==> src/rtl/fdiv_ctrl.sv <==
// Run-control and rate scheduler for the display clock divider.
// A programmable divisor sets the tick period to div_q+1 cycles. The divide
// counter runs freely (RUN) or for exactly one period (STEP). Each period end
// raises a one-cycle tick, toggles div_clk and advances the tick count.
//
// state | meaning
// ------+---------------------------------------------------------------
// IDLE  | counter parked at 0, divisor loads accepted, tick low
// RUN   | free-running divide, tick every div_q+1 cycles until stop
// STEP  | one divide period, returns to IDLE on the edge raising tick
module fdiv_ctrl #(
    parameter int               WIDTH   = 24,
    parameter int               CNT_W   = 16,
    parameter logic [WIDTH-1:0] DEF_DIV = WIDTH'(24'hFFFFFF)
) (
    input  logic             clk,
    input  logic             nrst,
    input  logic             cfg_valid,
    output logic             cfg_ready,
    input  logic [WIDTH-1:0] cfg_div,
    input  logic             start,
    input  logic             stop,
    input  logic             step,
    output logic             tick,
    output logic             div_clk,
    output logic             busy,
    output logic [CNT_W-1:0] tick_cnt
);

    typedef enum logic [1:0] {IDLE, RUN, STEP} state_t;

    state_t           state, state_nxt;
    logic [WIDTH-1:0] cnt, cnt_nxt;
    logic [WIDTH-1:0] div_q, div_nxt;
    logic             tick_nxt;
    logic             dclk_nxt;
    logic [CNT_W-1:0] tcnt_nxt;

    // Handshake and busy flag follow the state directly.
    assign cfg_ready = (state == IDLE);
    assign busy      = (state != IDLE);

    // State and datapath registers; reset restores the default divisor.
    always_ff @(posedge clk or negedge nrst) begin
        if (!nrst) begin
            state    <= IDLE;
            cnt      <= '0;
            div_q    <= DEF_DIV;
            tick     <= 1'b0;
            div_clk  <= 1'b0;
            tick_cnt <= '0;
        end else begin
            state    <= state_nxt;
            cnt      <= cnt_nxt;
            div_q    <= div_nxt;
            tick     <= tick_nxt;
            div_clk  <= dclk_nxt;
            tick_cnt <= tcnt_nxt;
        end
    end

    // Next-state and datapath update; control priority is stop > start > step.
    always_comb begin
        state_nxt = state;
        cnt_nxt   = cnt;
        div_nxt   = div_q;
        tick_nxt  = 1'b0;
        dclk_nxt  = div_clk;
        tcnt_nxt  = tick_cnt;

        // A load coinciding with start/step lands together with the
        // counter clear, so the new divisor governs that run.
        if (cfg_valid && cfg_ready) begin
            div_nxt = cfg_div;
        end

        case (state)
            IDLE: begin
                if (stop) begin
                    state_nxt = IDLE;
                end else if (start) begin
                    state_nxt = RUN;
                    cnt_nxt   = '0;
                    tcnt_nxt  = '0;
                end else if (step) begin
                    state_nxt = STEP;
                    cnt_nxt   = '0;
                end
            end
            RUN, STEP: begin
                if (stop) begin
                    // Abort wins over a period end on the same edge.
                    state_nxt = IDLE;
                    cnt_nxt   = '0;
                end else if (cnt == div_q) begin
                    cnt_nxt  = '0;
                    tick_nxt = 1'b1;
                    dclk_nxt = ~div_clk;
                    tcnt_nxt = tick_cnt + CNT_W'(1);
                    if (state == STEP) begin
                        state_nxt = IDLE;
                    end
                end else begin
                    cnt_nxt = cnt + WIDTH'(1);
                end
            end
            default: begin
                state_nxt = IDLE;
                cnt_nxt   = '0;
            end
        endcase
    end

endmodule

==> config.mk <==
export PLATFORM = sky130hd
export DESIGN_NAME = fdiv_ctrl
export DESIGN_NICKNAME = d
export VERILOG_FILES = /design/src/rtl/fdiv_ctrl.sv
export SDC_FILE = /design/constraint.sdc
export NUM_CORES = 1
export LEC_CHECK = 0
export BUFFER_PORTS_ARGS = -buffer_cell sky130_fd_sc_hd__buf_2
export CAP_MARGIN = 20
export CORE_MARGIN = 1.5
export CORE_UTILIZATION = 45
export DETAILED_ROUTE_END_ITERATION = 10
export HOLD_SLACK_MARGIN = 0.05
export PLACE_DENSITY = 0.62
export SYNTH_ARGS = -nofsm -noshare
export SYNTH_HDL_FRONTEND = slang
export SYNTH_SLANG_ARGS = --single-unit
==> constraint.sdc <==
create_clock -name clk -period 4.7 [get_ports clk]
set_input_delay 0.235 -clock clk [delete_from_list [all_inputs] [get_ports clk]]
set_output_delay 0.235 -clock clk [all_outputs]
set_load 0.02 [all_outputs]
### After elaboration in Yosys (flattened, before gate mapping)

Index checks and enable logic that the tools add are counted.

| operators by class | value |
|---|---|
| add/subtract/negate cells | 2 |
| bitwise logic cells | 2 |
| eq/ne operators | 11 |
| reduce and logical (&&, ||, !) cells | 9 |
| muxes and demuxes | 21 |

Operators with widths:

| cell | number |
|---|---|
| $mux 24 | 5 |
| $mux 16 | 4 |
| $pmux 24 s2 | 1 |
| $pmux 16 s2 | 1 |
| $add 24x1->24 const B | 1 |
| $eq 24x24->1 | 1 |
| $add 16x1->16 const B | 1 |
| $mux 2 | 6 |
| $ne 2x2->1 const B | 3 |
| $ne 3x3->1 const B | 2 |
| $reduce_and 3->1 | 2 |
| $reduce_and 5->1 | 1 |
| $ne 4x1->1 const B | 1 |
| $pmux 2 s2 | 1 |
| $reduce_bool 2->1 | 2 |
| $mux 1 | 3 |
| $ne 3x1->1 const B | 1 |
| $eq 2x1->1 const B | 1 |
| $eq 2x2->1 const B | 1 |
| $logic_not 2->1 | 1 |
| $ne 2x1->1 const B | 1 |
| $not 1->1 | 2 |
| $reduce_and 2->1 | 1 |
| $reduce_or 2->1 | 1 |
| $logic_and 1x1->1 | 1 |

| storage, ports and cells | value |
|---|---|
| flip-flop bits (word level) | 68 |
| logic and storage cells | 51 |
| output and inout port bits | 20 |

### Longest topological paths before layout

| depth | value |
|---|---|
| depth in word-level cells | 5 |
| mapped depth | 8 |
| depth with buffers taken out | 6 |

### Worst setup path after synthesis

No wires, ideal clock.

| path | value |
|---|---|
| path type | reg-to-reg |
| start | register div_q[11] |
| end | register tick_cnt[6] |
| setup slack | 2.523 ns |
| stages on the path, launching flop included | 7 |
| arrival time | 2.036 ns |
| required time | 4.559 ns |
| period minus slack after synthesis | 2.177 ns |
| cell sequence | dfstp_2 xnor2_1 nand4_1 or4_4 o41ai_4 buf_6 a31oi_1 |

| on the way | value |
|---|---|
| word-level cells in the longest chain between the ends | 3 |

RTL lines:

| element | RTL line | RTL |
|---|---|---|
| start: declaration | 34 | `logic [WIDTH-1:0] div_q, div_nxt;` |
| start signal: assignment | 55 | `div_q <= div_nxt;` |
| $eq 24x24->1 | 95 | `end else if (cnt == div_q) begin` |
| $ne 2x2->1 (no source line) | -- |  |
| $reduce_and 5->1 (no source line) | -- |  |
| end signal: assignment | 58 | `tick_cnt <= tcnt_nxt;` |
| end: declaration | 27 | `output logic [CNT_W-1:0] tick_cnt` |

No other way between the ends.
A chain may end at the register's enable or synchronous reset.

### Final worst setup path

| path | value |
|---|---|
| start | register state[1] |
| end | register tick_cnt[14] |

| on the way | value |
|---|---|
| word-level cells in the longest chain between the ends | 4 |
| elaborated cells on any way between the ends | 11 |
| those cells by class | 6 x eq/ne; 1 x mux; 4 x reduce/logical |

RTL lines:

| element | RTL line | RTL |
|---|---|---|
| start: declaration | 32 | `state_t state, state_nxt;` |
| start signal: assignment | 53 | `state <= state_nxt;` |
| $eq 2x2->1 or $eq 2x1->1 (tied branches) | 77 | `case (state)` |
| $reduce_or 2->1 | 77 |  |
| $ne 2x2->1 (no source line) or $reduce_bool 2->1 (tied branches) | -- |  |
| $reduce_and 5->1 (no source line) | -- |  |

Parallel ways exist; a longest one is shown, timed or not.

==> impl_metrics.toml <==
[cells_and_area]
fillers = 715
antennaDiodeCount = 0
final_nets = 433
multiInputGateArea_um2 = 1820
final_area_um2 = 4220
area_delta_synth_final_pct = 14.4
seq_area_um2 = 1730
finalNonFillerCells = 504
drive_above_1_share = 0.313

[cts]
clkSlewWorstSetupHoldPaths_ns = 0.07
tritoncts = "built"
cts_resized = 0
cts_root_buf = "clkbuf_8"
clk_path_buf_depth = 2
cts_sinks = 68
cts_max_level = 3
cts_buffers = 9
clk-insertion-delay-late_ns = 0.34

[timing]
fmax_mhz = 371
worst-slew-pin-transition_ns = 1.01
rsz0062_at_grt = "no"
max_slew_margin = 0.322
slew_viol_final = 0
skew_ns = 0.00780
finalCritPeriodShare = 0.574
period_minus_slack_ns = 2.70
setup_viol = 0
finalHoldViolCount = 0
fin_setup_tns_ns = 0

[yosys]
synth_cells = 351
synth_flop_cell = "dfrtp_1"
ys_top_cells_by_count = "dfrtp_1 (44), nand2_1 (30), mux2_2 (25)"
yosys.area.top_type = "dfrtp_1"
synth_top_area_frac = 0.299
synth_most_common_cell = "dfrtp_1"
synth_async_sr_flop_share = 1.00
synth_seq_cells = 68
syn_avg_cell_area_um2 = 10.5
synth_cell_type_count = 46
ys_seq_area_frac = 0.470
synth_area_um2 = 3680
synthTopCellsByArea = "dfrtp_1 (30%), dfstp_2 (17%), mux2_2 (7.6%), xor2_1 (5.7%), xnor2_1 (4.3%)"
synth_edf_count = 0
syn-num-nets = 386
synth_warnings = 0

[worst_setup_path]
cp.arrival_ns = 2.95
cpPeakStageDelay_ns = 0.82
slowest_stage = "nor2_1"
worstSetupStartpointType = "register"
crit_chain = "inv_1, ha_1, nand2b_1, nor2_1, a41oi_1, a31oi_1"
path_class = "reg2reg"
crit_fanout = 19
required_ns = 4.96
end_kind = "register"

[die]
floorplan.die.height_um = 93.5
ios = 50
die_area_um2 = 8740
rows = 32
die_w_um = 93.5
core_area_um2 = 7810
initial_core_util = 0.472

[power]
netSwitchingFraction = 0.344
switchingPower_w = 0.000697
total_power_w = 0.00202
p_clk_frac = 0.231
seqPwrFrac = 0.434
p_per_area_nw_per_um2 = 480
p_int_w = 0.00133
vdd_ir_drop_max_v = 0.000198
power_frac_comb = 0.335
p_leak_nw = 1.87

[detailed_routing]
ant_nets = 0
vias = 2835
drt_iter0_markers = 90
routed_wl_um = 8280
firstDrtPassIters = 4
via_per_inst = 5.63
avgRoutedWirePerCell_um = 16.4
drc = 0

[flow_run]
cap_violations = 0

[place]
gp_routability_congestion = 0.812
dp.cells = 487
post-dp-hpwl_um = 5720
place_area_um2 = 4000
portBuffers = 49

[global_routing]
grt_usage = 0.208
grt_overflow = 0
grt_pass1_vias = 2821
antenna_found_initial = 0
grt_pass1_wl_um = 13900
grt_max_degree = 60

[min_path]
hold_class = "in2reg"

[outcome]
status = "completed"
## registers in the layout (all words and copies together), names as in the netlist
signal	flops
cnt	24
div_clk	1
div_q	24
state	2
tick	1
tick_cnt	16
## area by class of cell
class / count / share of cell area
Clock inverter: 5 / 0.0125
Timing Repair Buffer: 54 / 0.0694
Multi-Input combinational cell: 250 / 0.431
Clock buffer: 10 / 0.0326
Tap cell: 102 / 0.0303
Sequential cell: 68 / 0.411
Inverter: 15 / 0.0134
## kinds of logic (layout without fill, tap and decap cells)
kind of cell               Yosys count  in the layout  share of synthesized area
buffers and inverters               33             84                     0.0367
DFF                                 68             68                      0.470
adders and majority gates            5              5                     0.0170
AOI/OAI and AO/OA                   71             71                      0.133
xor gates and xnor gates            44             44                      0.109
muxes                               27             27                     0.0818
and+or+nand+nor                    103            103                      0.152
## power groups by stage
stage / logic, W / clock network [W] / registers, W
6_report: 0.000678 / 0.000468 / 0.000877
5_1_grt: 0.000746 / 0.000506 / 0.000898
4_1_cts: 0.000680 / 0.000480 / 0.000880
3_5_place_dp: 0.000676 / 0 / 0.000890
3_3_place_gp: 0.000663 / 0 / 0.000881
2_1_floorplan: 0.000540 / 0 / 0.000858
## metrics by stage
| step | setup slack, ns | util | hold slack, ns |
|---|---|---|---|
| after floorplan | 2.52 | - | -0.0606 |
| after global placement | 2.08 | 0.513 | 0.108 |
| after detailed placement | 2.01 | 0.513 | 0.113 |
| after CTS | 2.00 | 0.538 | 0.117 |
| after global routing | 1.67 | 0.540 | 0.110 |
| final | 2.00 | 0.540 | 0.124 |
## what timing repair did
item / in CTS / in global routing
setup endpoints to repair: 0 / 0
setup buffers: 0 / 0
hold buffers: 1 / 0
hold endpoints to repair: 9 / 0
## metal layers
metal,track usage,vias to the layer above,share of wire
met4,0.0682,0,0.012
li1,-,1364,-
met2,0.340,54,0.49
met3,0.0528,8,0.041
met5,0,-,0
met1,0.269,1409,0.46
## cell usage in the layout, fill, tap and decap left out, types with 6 or more instances in the layout
master,instances
xnor2_1,18
o21ai_0,11
a31oi_1,14
a41oi_1,13
nand3_1,15
xor2_1,24
nor2_1,6
nand2b_1,7
inv_1,15
nand4_1,16
a21oi_1,20
buf_2,49
dfstp_2,24
dfrtp_1,44
mux2_2,25
clkbuf_8,10
nor4_1,6
nand2_1,30
## path summary, 6_finish.rpt
path	from	endpoint	slack (ns)	cells after the start
max	state[1]	tick_cnt[14]	2.00	6
min	cfg_div[20]	div_q[20]	0.12	2
max reg2reg	state[1]	tick_cnt[14]	2.00	6
min reg2reg	div_clk	div_clk	0.48	1
max in group asynchronous	nrst	cnt[13]	3.41	3
min in group asynchronous	nrst	cnt[5]	0.28	2
## worst max-delay path: cells and delay by family, from the launching register on
family                     cells  cell delay, ns
buffers and inverters          1            0.08
AOI/OAI and AO/OA              2            0.40
and+or+nand+nor                2            1.06
DFF                            1            0.42
adders and majority gates      1            0.64
Note: power is estimated with default switching activity, not from simulation.
